File: config.mk
export PLATFORM = sky130hd
export DESIGN_NAME = sha1_chain_ctrl
export DESIGN_NICKNAME = d
export VERILOG_FILES = /design/src/rtl/sha1_chain_ctrl.sv
export SDC_FILE = /design/constraint.sdc
export NUM_CORES = 1
export LEC_CHECK = 0
export CAP_MARGIN = 5
export CORE_AREA = 2 2 270 272
export DETAILED_ROUTE_END_ITERATION = 16
export DIE_AREA = 0 0 272 274
export GPL_TIMING_DRIVEN = 0
export PLACE_DENSITY = 0.3
export SLEW_MARGIN = 10
export SYNTH_ARGS = -nofsm -noshare
export SYNTH_HDL_FRONTEND = slang
export SYNTH_SLANG_ARGS = --single-unit
File: constraint.sdc
create_clock -name clk_i -period 5.23 [get_ports clk_i]
set_input_delay 0.7845 -clock clk_i [delete_from_list [all_inputs] [get_ports clk_i]]
set_output_delay 0.7845 -clock clk_i [all_outputs]
set_load 0.01 [all_outputs]
File: src/rtl/sha1_chain_ctrl.sv
// SHA-1 chaining controller plus the combinational SHA-1 compression core it drives.
// The core is a pure function of (block, chaining value). The controller registers both
// inputs and gives the core COMB_LATENCY cycles, as a multicycle path, before capturing
// its result.

module sha1 (
    input  logic [511:0] blk_i,
    input  logic [159:0] chain_i,
    output logic [159:0] hash_o
);
    logic [31:0] w [16];
    logic [31:0] a, b, c, d, e, f, k, wt, tmp;

    // Fully unrolled 80-round compression; the message schedule uses a rolling 16-word window
    always_comb begin
        for (int i = 0; i < 16; i++) w[i] = '0;
        a   = chain_i[159:128];
        b   = chain_i[127:96];
        c   = chain_i[95:64];
        d   = chain_i[63:32];
        e   = chain_i[31:0];
        f   = '0;
        k   = '0;
        wt  = '0;
        tmp = '0;
        for (int t = 0; t < 80; t++) begin
            if (t < 16) begin
                wt = blk_i[511-32*t -: 32];
            end else begin
                wt = w[4'(t+13)] ^ w[4'(t+8)] ^ w[4'(t+2)] ^ w[4'(t)];
                wt = {wt[30:0], wt[31]};
            end
            w[4'(t)] = wt;
            if (t < 20) begin
                f = (b & c) | (~b & d);
                k = 32'h5A827999;
            end else if (t < 40) begin
                f = b ^ c ^ d;
                k = 32'h6ED9EBA1;
            end else if (t < 60) begin
                f = (b & c) | (d & (b | c));
                k = 32'h8F1BBCDC;
            end else begin
                f = b ^ c ^ d;
                k = 32'hCA62C1D6;
            end
            tmp = {a[26:0], a[31:27]} + f + e + k + wt;
            e   = d;
            d   = c;
            c   = {b[1:0], b[31:2]};
            b   = a;
            a   = tmp;
        end
        hash_o = {chain_i[159:128] + a, chain_i[127:96] + b, chain_i[95:64] + c,
                  chain_i[63:32] + d, chain_i[31:0] + e};
    end
endmodule

module sha1_chain_ctrl #(
    parameter int           COMB_LATENCY = 1,
    parameter logic [159:0] IV           = 160'h67452301_EFCDAB89_98BADCFE_10325476_C3D2E1F0,
    parameter int           CNT_W        = 16
) (
    input  logic             clk_i,
    input  logic             rst_ni,
    input  logic             blk_valid_i,
    output logic             blk_ready_o,
    input  logic [511:0]     blk_data_i,
    input  logic             blk_first_i,
    input  logic             blk_last_i,
    output logic             digest_valid_o,
    input  logic             digest_ready_i,
    output logic [159:0]     digest_o,
    output logic [CNT_W-1:0] msg_blocks_o,
    output logic             busy_o
);
    localparam int LAT_W = (COMB_LATENCY > 1) ? $clog2(COMB_LATENCY) : 1;

    typedef enum logic [1:0] {S_IDLE, S_COMPUTE, S_DONE} state_e;

    state_e             state_q, state_d;
    logic [159:0]       chain_q, chain_d;
    logic [511:0]       blk_q, blk_d;
    logic               last_q, last_d;
    logic [CNT_W-1:0]   cnt_q, cnt_d;
    logic [LAT_W-1:0]   lat_q, lat_d;
    logic [159:0]       digest_q, digest_d;
    logic [CNT_W-1:0]   mb_q, mb_d;
    logic               dv_q, dv_d;
    logic [159:0]       new_hash;

    sha1 u_core (
        .blk_i   (blk_q),
        .chain_i (chain_q),
        .hash_o  (new_hash)
    );

    // State and datapath registers
    always_ff @(posedge clk_i or negedge rst_ni) begin
        if (!rst_ni) begin
            state_q  <= S_IDLE;
            chain_q  <= IV;
            blk_q    <= '0;
            last_q   <= 1'b0;
            cnt_q    <= '0;
            lat_q    <= '0;
            digest_q <= IV;
            mb_q     <= '0;
            dv_q     <= 1'b0;
        end else begin
            state_q  <= state_d;
            chain_q  <= chain_d;
            blk_q    <= blk_d;
            last_q   <= last_d;
            cnt_q    <= cnt_d;
            lat_q    <= lat_d;
            digest_q <= digest_d;
            mb_q     <= mb_d;
            dv_q     <= dv_d;
        end
    end

    // Next-state: accept a block, wait out the core latency, then chain or publish
    always_comb begin
        state_d  = state_q;
        chain_d  = chain_q;
        blk_d    = blk_q;
        last_d   = last_q;
        cnt_d    = cnt_q;
        lat_d    = lat_q;
        digest_d = digest_q;
        mb_d     = mb_q;
        dv_d     = dv_q;
        case (state_q)
            S_IDLE: begin
                if (blk_valid_i) begin
                    blk_d  = blk_data_i;
                    last_d = blk_last_i;
                    lat_d  = LAT_W'(COMB_LATENCY - 1);
                    if (blk_first_i) begin
                        // A new message discards whatever partial chain was in flight
                        chain_d = IV;
                        cnt_d   = CNT_W'(1);
                    end else if (cnt_q != '1) begin
                        cnt_d = cnt_q + 1'b1;
                    end
                    state_d = S_COMPUTE;
                end
            end
            S_COMPUTE: begin
                if (lat_q != '0) begin
                    lat_d = lat_q - 1'b1;
                end else begin
                    chain_d = new_hash;
                    if (last_q) begin
                        digest_d = new_hash;
                        mb_d     = cnt_q;
                        dv_d     = 1'b1;
                        state_d  = S_DONE;
                    end else begin
                        state_d = S_IDLE;
                    end
                end
            end
            S_DONE: begin
                // Reload IV so a following block without blk_first still starts clean
                if (digest_ready_i) begin
                    dv_d    = 1'b0;
                    chain_d = IV;
                    cnt_d   = '0;
                    state_d = S_IDLE;
                end
            end
            default: state_d = S_IDLE;
        endcase
    end

    assign blk_ready_o    = (state_q == S_IDLE);
    assign busy_o         = (state_q != S_IDLE);
    assign digest_valid_o = dv_q;
    assign digest_o       = digest_q;
    assign msg_blocks_o   = mb_q;
endmodule

==> results of run 1 <==
[metal layers]
metal,wire [um],GRT usage [%],part of all wire [%]
met1,3720,2.66,41
met2,4740,3.95,52
met4,27,0.419,0.30
met3,594,0.631,6.5
met5,0,0,0
[metrics by stage]
step | worst slack, ns | util, % | hold slack (ns) | power, mW | instances
4_1_cts | 2.76 | 7.34 | 0.490 | 1.27 | 1482
2_1_floorplan | 3.25 | - | 0.473 | 0.749 | 490
6_report | 2.75 | 7.34 | 0.468 | 1.26 | 1482
5_1_grt | 2.65 | 7.34 | 0.506 | 1.35 | 1482
3_5_place_dp | 2.48 | 7.14 | 0.480 | 0.965 | 1474
3_3_place_gp | 2.01 | 7.10 | 0.483 | 0.968 | 1473
[final timing paths]
| path | from | to | slack [ns] | cells after the start |
|---|---|---|---|---|
| worst max-delay path | blk_first_i | cnt_q[0]$_DFFE_PN0P_ | 2.75 | 6 |
| min in group clk_i | msg_blocks_o[1]$_DFFE_PN0N_ | msg_blocks_o[1]$_DFFE_PN0N_ | 0.48 | 2 |
| max in group asynchronous | rst_ni | cnt_q[1]$_DFFE_PN0P_ | 4.28 | 2 |
| worst max register to register | cnt_q[0]$_DFFE_PN0P_ | cnt_q[0]$_DFFE_PN0P_ | 3.17 | 5 |
| worst min register to register | msg_blocks_o[1]$_DFFE_PN0N_ | msg_blocks_o[1]$_DFFE_PN0N_ | 0.48 | 2 |
| worst min-delay path | rst_ni | msg_blocks_o[7]$_DFFE_PN0N_ | 0.47 | 1 |
[kinds of logic (layout without fill, tap and decap cells)]
group                      Yosys count  after routing  share of synthesized area (%)
buffers and inverters              175            208                           41.2
and+or+nand+nor                     54             54                           10.9
AOI/OAI and AO/OA                   47             47                           11.7
DFF                                 36             36                           29.3
muxes                               17             17                           6.30
other                                2            160                          0.244
adders and majority gates            1              1                          0.406
[flip-flops by register name, indices dropped and copies added, names as in the netlist]
| name | cells |
|---|---|
| state_q | 2 |
| cnt_q | 16 |
| digest_valid_o | 1 |
| msg_blocks_o | 16 |
| last_q | 1 |
[worst max-delay path: stages]
cell and delay, ns:
clkdlybuf4s50_1 0.63, inv_1 0.10, and4_1 0.18, buf_2 0.21
a21oi_4 0.40, mux2_4 0.33
[area by class of cell]
type                       instances  share of cell area (%)
sequential                        36                    17.0
timing repair buffer              25                    4.97
tap                              959                    22.7
multi-input combinational        279                    28.5
clock inverter                     3                   0.355
inverter                           7                   0.497
buffer                           168                    23.5
clock buffer                       5                    2.37
[cells in the final DEF, fill, tap and decap left out, types with 4 or more instances in the layout]
cell | Yosys | routed
buf_4 | 160 | 160
conb_1 | 2 | 160
dfrtp_1 | 36 | 36
clkdlybuf4s50_1 | 0 | 23
mux2_2 | 15 | 15
nand2_1 | 13 | 13
o21ai_0 | 9 | 9
nor2_1 | 7 | 7
inv_1 | 7 | 7
nand3_1 | 7 | 7
a21oi_1 | 7 | 7
nand4_1 | 5 | 5
and2_1 | 5 | 5
clkbuf_16 | 0 | 5
and4_1 | 4 | 4
buf_2 | 3 | 4
clkbuf_1 | 4 | 4
a2bb2oi_1 | 4 | 4
o21a_1 | 4 | 4
[where the power goes]
| group | switching, mW | internal (mW) |
|---|---|---|
| sequential | 0.0700 | 0.342 |
| combinational | 0.291 | 0.252 |
| clock | 0.125 | 0.176 |
| total | 0.486 | 0.770 |
==> impl_summary.md, run 1 <==
Timing
The share of the clock period used by the worst path is 47.4%. Derived from the worst setup path, the maximum achievable clock frequency is 0.404 GHz. Setup repair after global routing left no endpoint under its margin. The clock arrives with 0.00664 ns of skew. The time the worst path needs with I/O delays and setup is 2.48 ns.

The number of max-slew violations in the final report was 0. The setup total negative slack is 0 ns. In this run the tightest slew margin relative to its limit is 49.2%.

The final setup violation count is 0. The number of hold violations in the final report is 0. At the pin with the least slew margin, the transition time is 0.761 ns.

Setup path
STA classifies the critical path endpoint as a register. At the worst endpoint, the arrival time is 2.64 ns. The classification of the worst setup path is primary input to register. Data on the critical path is required at its endpoint by 5.40 ns. The startpoint kind of the worst setup timing path is a primary input.

The maximum fanout along the worst path is 10.

Synthesis
The synthesized netlist contains 49 unique library cells. The most used flip-flop cell after synthesis is dfrtp_1. Sorting the synthesized cells by how often they occur yields buf_4, dfrtp_1, mux2_2, nand2_1, o21ai_0. In the synthesized netlist, the number of instances is 332.

By area the synthesized netlist is led by buf_4, dfrtp_1, mux2_2. The number of storage elements in the synthesis netlist is 36. Sequential elements use 29.3% of the synthesized area. The share of async-settable or async-resettable flops after synthesis is 100%.

Yosys mapped a number of flops with a built-in enable equal to 0. The most area-hungry cell type in the Yosys netlist is buf_4. For this run, the number of Yosys warnings is 0. The cell area that synthesis handed to floorplanning was 3080 um^2.

The library cell with the highest instance count after synthesis is buf_4. The average instance area after synthesis is 9.27 um^2. The top cell type's share of synthesized area is 39.0%.

Final layout
The finished cells cover 5280 um^2. The total area of multi-input combinational cells is 1510 um^2. The register cell area after layout is 901 um^2. The proportion of layout cells with a drive suffix above 1 is 38.2%. The net count of the finished layout is 1041.

From synthesis to final layout, the design area changed by 71.7%. The count of antenna diodes in the layout is 0. The filler cell count in the final layout is 8412.

Clocking
The count of hold-fix buffers inserted at cts is 0. The total number of H-tree levels is 2. The post-CTS resize count is 0. After clock tree synthesis, the setup repair step added 0 buffers. For the worst-skew pair, the clock arrives at the later sink with an insertion delay of 0.28 ns. The clock sink count is 36. The tree is rooted in a clkbuf_16. The clock passes through at most 2 buffers. The CTS clock-pin slew for the worst setup and hold paths is 0.06 ns. The clock tree from TritonCTS is built.

In this run, CTS created clock tree buffers numbering 5.

Global route
Entering global routing, the biggest net connects 20 pins. The wire length of the first global-routing pass is 12700 um. Summed over all layers, the global routing overflow is 0. The via count of the first global-routing pass came to 2086. The number of antenna violations at the first check in global routing is 0. For this run, the total global-route usage over all layers was measured as 2.22%.

Power
The leakage power total is 2.30 nW. Dividing total power by cell area gives a power density of 238 nW/um^2. VDD sags by at most 0.000171 V.

Outcome
The run finished with clean final reports.

Drt
The detail-routed net length per standard cell is 6.13 um. The via count is 2337. The pre-antenna-repair detailed-routing pass consisted of 4 iterations.

The detail route stage leaves a number of antenna-violating nets equal to 0. The detailed router's first-iteration violation count is 87. The detail-routed via count per cell is 1.58. The number of design rule violations left after detail routing is 0.

After detailed routing, the total wire length is 9080 um.

Min path
The worst min-delay path class is primary input to asynchronous set/reset pin.

Placed design
Buffers placed on the I/O ports in this run total 24. After detailed placement, the total cell area comes to 5140 um^2. The congestion estimate from routability-driven global placement came to 0.647. Detailed placement ended at an HPWL of 7480 um.

Floorplan
The overall die width is 272 um. The die is 274 um tall. In this run the core area contains 99 standard-cell rows. The die area is 74500 um^2. The number of placed I/O pins is 697. Once the floorplan was initialized, standard cells occupied 4.28% of the core. The total area inside the core boundary comes to 72000 um^2.

Flow run
The tool flagged a number of max-cap violations equal to 0.
(Power assumes the default switching activity.)
==> inputs of run 2 (changes only) <==
--- a/config.mk
+++ b/config.mk
@@ -6,11 +6,11 @@
 export NUM_CORES = 1
 export LEC_CHECK = 0
 export CAP_MARGIN = 5
-export CORE_AREA = 2 2 270 272
+export CORE_AREA = 2 2 269 271
 export DETAILED_ROUTE_END_ITERATION = 16
-export DIE_AREA = 0 0 272 274
+export DIE_AREA = 0 0 271 273
 export GPL_TIMING_DRIVEN = 0
-export PLACE_DENSITY = 0.3
+export PLACE_DENSITY = 0.31
 export SLEW_MARGIN = 10
 export SYNTH_ARGS = -nofsm -noshare
 export SYNTH_HDL_FRONTEND = slang
==> constraint.sdc (replaced) <==
create_clock -name clk_i -period 2.09 [get_ports clk_i]
set_input_delay 0.3135 -clock clk_i [delete_from_list [all_inputs] [get_ports clk_i]]
set_output_delay 0.3135 -clock clk_i [all_outputs]
set_load 0.01 [all_outputs]
==> run 2 against run 1 <==
- first-iteration DRC count up 47%
- largest power group unchanged
- clock skew grew 0.0024 ns
- wire length rose by 1.4%
- final cell count decreased by 0.54%
- die area down 0.73%
- highest routed layer is now met5
- clock-buffer cell count is 1 higher
==> impl_summary.md, run 2 (synthesis gave the netlist of run 1 again) <==
Drt
The final routed wirelength across all metal layers came to 9210 um (was 9080 um). The detailed router's first-iteration violation count is 128 (was 87). The detail-routed net length per standard cell is 6.25 um (was 6.13 um). The antenna violation net count after detailed routing was 0 (unchanged). The count of TritonRoute iterations in the first routing pass is 4 (unchanged).

The number of design rule violations left after detail routing is 0 (unchanged). The detail-routed via count per cell is 1.60 (was 1.58). The via count is 2359 (was 2337).

Timing
After layout, the worst path uses 94.9% of the clock period. The remaining max-slew budget at the tightest pin is 57.5% (was 49.2%). The achievable frequency is 0.504 GHz. The worst setup margin came to 0.106 ns (was 2.75 ns).

The number of max-slew violations in the final report is 0 (unchanged). The slew at the pin with the worst max-slew slack came to 0.637 ns (was 0.761 ns). The time the worst path needs with I/O delays and setup is 1.98 ns. The final setup violation count came to 0 (unchanged). Setup repair after global routing missed its margin: yes (was no). The number of hold violations in the final report was 0 (unchanged).

The worst clock skew on the final layout is 0.00900 ns (was 0.00664 ns).

Setup path
The endpoint of the worst register-to-register path is cnt_q[14]$_DFFE_PN0P_ (was cnt_q[0]$_DFFE_PN0P_). The maximum fanout along the worst path was 10 (unchanged). The data required time at the worst endpoint is 2.26 ns (was 5.40 ns). The critical path arrival came to 2.15 ns (was 2.64 ns). The startpoint kind of the worst setup timing path was a primary input (unchanged). The origin of the critical flop-to-flop path is cnt_q[0]$_DFFE_PN0P_ (unchanged). The element type at the critical path end is a register (unchanged).

The number of cells on the worst reg-to-reg path was 6 (was 5). The setup slack of the worst register-to-register path is 0.13 ns (was 3.17 ns). The classification of the worst setup path is primary input to register (unchanged).

Floorplan
The number of placed I/O pins was 697 (unchanged). The die area is 74000 um^2 (was 74500 um^2). The count of standard-cell rows was 98 (was 99). The starting density of the core is 4.34% (was 4.28%). The overall die width came to 271 um (was 272 um). The core outline area came to 71000 um^2 (was 72000 um^2). The die boundary height was 273 um (was 274 um).

Global route
The wire length of the first global-routing pass came to 13100 um (was 12700 um). The via count of the first global-routing pass was 2061 (was 2086). The pin count of the biggest net entering global routing is 24 (was 20). The overall fraction of global-route tracks in use is 2.28% (was 2.22%). The number of antenna violations at the first check in global routing is 2 (was 0). The global route total overflow was 0 (unchanged).

Clocking
The root cell of the clock tree is clkbuf_16 (unchanged). The post-CTS setup buffer count was 0 (unchanged). The number of buffers created by CTS is 5 (unchanged). The worst-skew pair later-pin latency is 0.28 ns (about the same). The total number of H-tree levels is 2 (unchanged). The number of buffers on the longest clock path is 2 (unchanged).

The CTS clock-pin slew for the worst setup and hold paths came to 0.06 ns (about the same). The clock sink count is 36 (unchanged). The clock tree from TritonCTS is built (unchanged).

Power
The power per standard cell area came to 598 nW/um^2 (was 238 nW/um^2). The peak supply drop was 0.000316 V (was 0.000171 V). The leakage power total was 2.30 nW (about the same).

Final layout
The filler cell count in the final layout is 8314 (was 8412). The layout overhead on the synthesized area is 72.1% (was 71.7%). The net count of the finished layout is 1042 (was 1041).

The count of antenna diodes in the layout is 0 (unchanged). The final cell count without fillers is 1474 (was 1482). The proportion of layout cells with a drive suffix above 1 is 38.5% (was 38.2%). Commonest non-fill, non-tap cells in the layout: buf_4, conb_1, dfrtp_1, clkdlybuf4s50_1, mux2_2 (unchanged).

Outcome
Run status: complete, no violations (unchanged).

Placed design
The total of buffers placed on input and output ports was 24 (unchanged). The pre-CTS setup slack is -0.202 ns (was 2.48 ns). The last weighted congestion value of the routability-driven placer is 0.675 (was 0.647). The placed wire-length estimate after detailed placement is 7680 um (was 7480 um). The number of placed cells counting well taps came to 1465 (was 1474).

Min path
The worst min-delay path class is primary input to asynchronous set/reset pin (unchanged).

Flow run
The reported max-cap violation count was 0 (unchanged).
[run 2: per-layer routing]
layer  GRT usage [%]  vias up  routed length (um)
li1                -     1186                   -
met5               0        -                  19
met4           0.363        4                  60
met2            3.90       92                4670
met1            2.83     1067                3810
met3           0.720       10                 648
[run 2: final cells by class]
class / instances / area [um^2] / share of cell area [%]
Sequential cell: 36 / 902 / 17.0
Buffer: 168 / 1240 / 23.5
Clock buffer: 6 / 139 / 2.62
Tap cell: 950 / 1190 / 22.4
Inverter: 7 / 26.3 / 0.496
Clock inverter: 2 / 15.0 / 0.283
Multi-Input combinational cell: 279 / 1520 / 28.7
Timing Repair Buffer: 26 / 265 / 5.01
[run 2: power by group]
| group | switching, mW | internal, mW | total (mW) |
|---|---|---|---|
| sequential | 0.185 | 0.857 | 1.04 |
| clock | 0.306 | 0.474 | 0.781 |
| combinational | 0.711 | 0.635 | 1.35 |
| total | 1.20 | 1.97 | 3.17 |
[run 2: timing repair]
| action | 4_1_cts | 5_1_grt |
|---|---|---|
| resized for setup | 0 | 3 |
| hold buffers | 1 | 0 |
| hold endpoints to repair | 13 | 0 |
| setup endpoints to repair | 0 | 15 |
[run 2: worst max-delay path, stage by stage]
cell	delay [ns]
clkdlybuf4s50_1	0.68
inv_1	0.09
and4_1	0.18
buf_2	0.21
a21oi_4	0.34
mux2_4	0.33
[run 2: how the worst max path moves through the flow]
stage	endpoint	start	cells past startpoint	slack (ns)
floorplan	cnt_q[0]$_DFFE_PN0P_	cnt_q[0]$_DFFE_PN0P_	5	0.31
global placement	cnt_q[9]$_DFFE_PN0P_	blk_first_i	5	-0.68
detailed placement	cnt_q[0]$_DFFE_PN0P_	blk_first_i	6	-0.20
CTS	cnt_q[0]$_DFFE_PN0P_	cnt_q[0]$_DFFE_PN0P_	5	0.02
global route	cnt_q[0]$_DFFE_PN0P_	blk_first_i	6	-0.01
finish	cnt_q[0]$_DFFE_PN0P_	blk_first_i	6	0.11
[run 2: metrics by stage]
step	util (%)	TNS [ns]	hold slack, ns	power [mW]	instance area, um^2
global placement	7.18	-16.17	0.479	2.39	5100
global route	7.46	-0.0132	0.504	3.41	5300
detailed placement	7.21	-1.11	0.250	2.38	5120
floorplan	-	0	0.0179	1.88	3670
CTS	7.44	0	0.475	3.18	5290
finish	7.46	0	0.475	3.17	5300
==> inputs of run 3 (changes only) <==
--- a/config.mk
+++ b/config.mk
@@ -10,6 +10,7 @@
 export DETAILED_ROUTE_END_ITERATION = 16
 export DIE_AREA = 0 0 271 273
 export GPL_TIMING_DRIVEN = 0
+export MAX_ROUTING_LAYER = met4
 export PLACE_DENSITY = 0.31
 export SLEW_MARGIN = 10
 export SYNTH_ARGS = -nofsm -noshare
==> run 3 against run 2 <==
- worst hold slack worse by 0.0016 ns
- maximum frequency down 0.25%
- first-iteration DRC count up 6.3%
- power about the same
- clock skew up 0.00063 ns
- wire length down 0.37%
- register-to-register slack about the same
- sequential power about the same
- global-route usage up 0.068 points
- utilization about the same
==> impl_summary.md, run 3 (synthesis gave the netlist of run 1 again) <==
Setup path
The cell with the largest stage delay on the worst path is clkdlybuf4s50_1 (unchanged). The largest incremental delay on the critical path was 0.69 ns (was 0.68 ns). The setup slack of the worst register-to-register path is 0.13 ns (about the same). The classification of the worst setup path is primary input to register (unchanged). The startpoint kind of the worst setup timing path is a primary input (unchanged). The origin of the critical flop-to-flop path is cnt_q[0]$_DFFE_PN0P_ (unchanged). The endpoint of the worst register-to-register path was cnt_q[14]$_DFFE_PN0P_ (unchanged). The number of cells on the worst reg-to-reg path is 6 (unchanged). CP cell instances: clkdlybuf4s50_1 > inv_1 > and4_1 > buf_2 > a21oi_4 > mux2_4 (unchanged). The element type at the critical path end is a register (unchanged). The maximum fanout along the worst path was 10 (unchanged). The data required time at the worst endpoint came to 2.26 ns (about the same). The critical path arrival is 2.16 ns (was 2.15 ns).

Timing
The achievable frequency is 0.503 GHz (was 0.504 GHz). The worst setup margin was 0.101 ns (was 0.106 ns). The worst slack on hold paths is 0.474 ns (was 0.475 ns). The final setup violation count came to 0 (unchanged). The slew at the pin with the worst max-slew slack is 0.656 ns (was 0.637 ns). The time the worst path needs with I/O delays and setup was 1.99 ns (was 1.98 ns). The setup total negative slack is 0 ns (unchanged). The worst clock skew on the final layout came to 0.00963 ns (was 0.00900 ns). The remaining max-slew budget at the tightest pin is 56.2% (was 57.5%).

The share of the clock period used by the worst path is 95.2% (was 94.9%). Setup repair after global routing missed its margin: yes (unchanged). The number of hold violations in the final report came to 0 (unchanged).

The number of max-slew violations in the final report is 0 (unchanged).

Drt
The detail-routed via count per cell came to 1.61 (was 1.60). The count of TritonRoute iterations in the first routing pass is 4 (unchanged). The via count is 2369 (was 2359).

The detail-routed net length per standard cell is 6.21 um (was 6.25 um). The detailed router's first-iteration violation count came to 136 (was 128). The number of design rule violations left after detail routing is 0 (unchanged). The antenna violation net count after detailed routing was 0 (unchanged). The final routed wirelength across all metal layers is 9170 um (was 9210 um).

Final layout
The layout overhead on the synthesized area is 72.3% (was 72.1%). Commonest non-fill, non-tap cells in the layout: buf_4, conb_1, dfrtp_1, clkdlybuf4s50_1, mux2_2 (unchanged). The total area of multi-input combinational cells came to 1520 um^2 (unchanged). The proportion of layout cells with a drive suffix above 1 is 38.5% (unchanged). The net count of the finished layout was 1042 (unchanged). The finished layout cell area is 5300 um^2 (about the same).

The utilization after layout is 7.47% (was 7.46%). The filler cell count in the final layout came to 8316 (was 8314). The register cell area after layout is 902 um^2 (unchanged). The final cell count without fillers is 1476 (was 1474).

Power
The leakage power total is 2.30 nW (about the same). The power per standard cell area came to 598 nW/um^2 (about the same). The overall power of the completed layout is 3.17 mW (about the same).

The peak supply drop came to 0.000316 V (about the same).

Clocking
The clock tree from TritonCTS is built (unchanged). The number of buffers on the longest clock path is 2 (unchanged). The total number of H-tree levels was 2 (unchanged). The number of buffers created by CTS is 5 (unchanged). The clock sink count is 36 (unchanged). The CTS clock-pin slew for the worst setup and hold paths came to 0.06 ns (about the same).

The worst-skew pair later-pin latency is 0.28 ns (about the same). The root cell of the clock tree was clkbuf_16 (unchanged).

Global route
The pin count of the biggest net entering global routing is 24 (unchanged). The wire length of the first global-routing pass is 13100 um (unchanged). The overall fraction of global-route tracks in use is 2.35% (was 2.28%).

The via count of the first global-routing pass is 2057 (was 2061). The global route total overflow is 0 (unchanged). The number of antenna violations at the first check in global routing is 2 (unchanged).

Floorplan
The die boundary height is 273 um (unchanged). The number of placed I/O pins was 697 (unchanged). The count of standard-cell rows is 98 (unchanged). The die area is 74000 um^2 (unchanged).

The overall die width is 271 um (unchanged). The core outline area came to 71000 um^2 (unchanged). The starting density of the core came to 4.34% (unchanged).

Flow run
The reported max-cap violation count was 0 (unchanged).

Placed design
The last weighted congestion value of the routability-driven placer is 0.681 (was 0.675). The cell area after placement is 5120 um^2 (unchanged). The number of placed cells counting well taps was 1465 (unchanged). The placed wire-length estimate after detailed placement is 7680 um (unchanged). The total of buffers placed on input and output ports is 24 (unchanged). The pre-CTS setup slack is -0.202 ns (unchanged).

Outcome
Run status: complete, no violations (unchanged).

Min path
The worst min-delay path class is primary input to asynchronous set/reset pin (unchanged).
==> run 3: changes by cell type in the layout (fill, tap and decap cells not counted), sizes merged <==
cell | before | now
diode | 0 | 2
==> run 3: worst max path at each step <==
stage	from	end	cells after the start
floorplan	cnt_q[0]$_DFFE_PN0P_	cnt_q[0]$_DFFE_PN0P_	5
global placement	blk_first_i	cnt_q[9]$_DFFE_PN0P_	5
detailed placement	blk_first_i	cnt_q[0]$_DFFE_PN0P_	6
CTS	cnt_q[0]$_DFFE_PN0P_	cnt_q[0]$_DFFE_PN0P_	5
global route	blk_first_i	cnt_q[0]$_DFFE_PN0P_	6
finish	blk_first_i	cnt_q[0]$_DFFE_PN0P_	6
==> run 3: worst max-delay path, delay by kind of cell <==
kind | cells | cell delay, ns
AND/OR/NAND/NOR | 1 | 0.18
AO/OA/AOI/OAI | 1 | 0.34
multiplexers | 1 | 0.33
buffers and inverters | 3 | 0.99
==> run 3: area by class of cell <==
type / instances / area share (%)
Tap cell: 950 / 22.4
Inverter: 7 / 0.496
Antenna cell: 2 / 0.0944
Clock inverter: 2 / 0.283
Timing Repair Buffer: 26 / 5.00
Multi-Input combinational cell: 279 / 28.6
Buffer: 168 / 23.4
Clock buffer: 6 / 2.62
Sequential cell: 36 / 17.0
==> run 3: what timing repair did <==
action | CTS | global route
hold endpoints to repair | 13 | 0
hold buffers | 1 | 0
gates resized for setup | 0 | 3
endpoints found under the setup margin | 0 | 15
setup buffers | 0 | 0
==> run 3: power by group <==
| group | total [mW] | internal [mW] | switching (mW) |
|---|---|---|---|
| logic | 1.35 | 0.635 | 0.711 |
| registers | 1.04 | 0.857 | 0.184 |
| clock network | 0.783 | 0.474 | 0.308 |
==> run 3: routing by layer <==
metal,GRT usage [%],wire [um],vias to the layer above
met5,-,0,-
met1,2.88,3760,1062
met2,3.90,4650,106
met4,0.363,63,0
li1,-,-,1194
met3,0.633,693,7
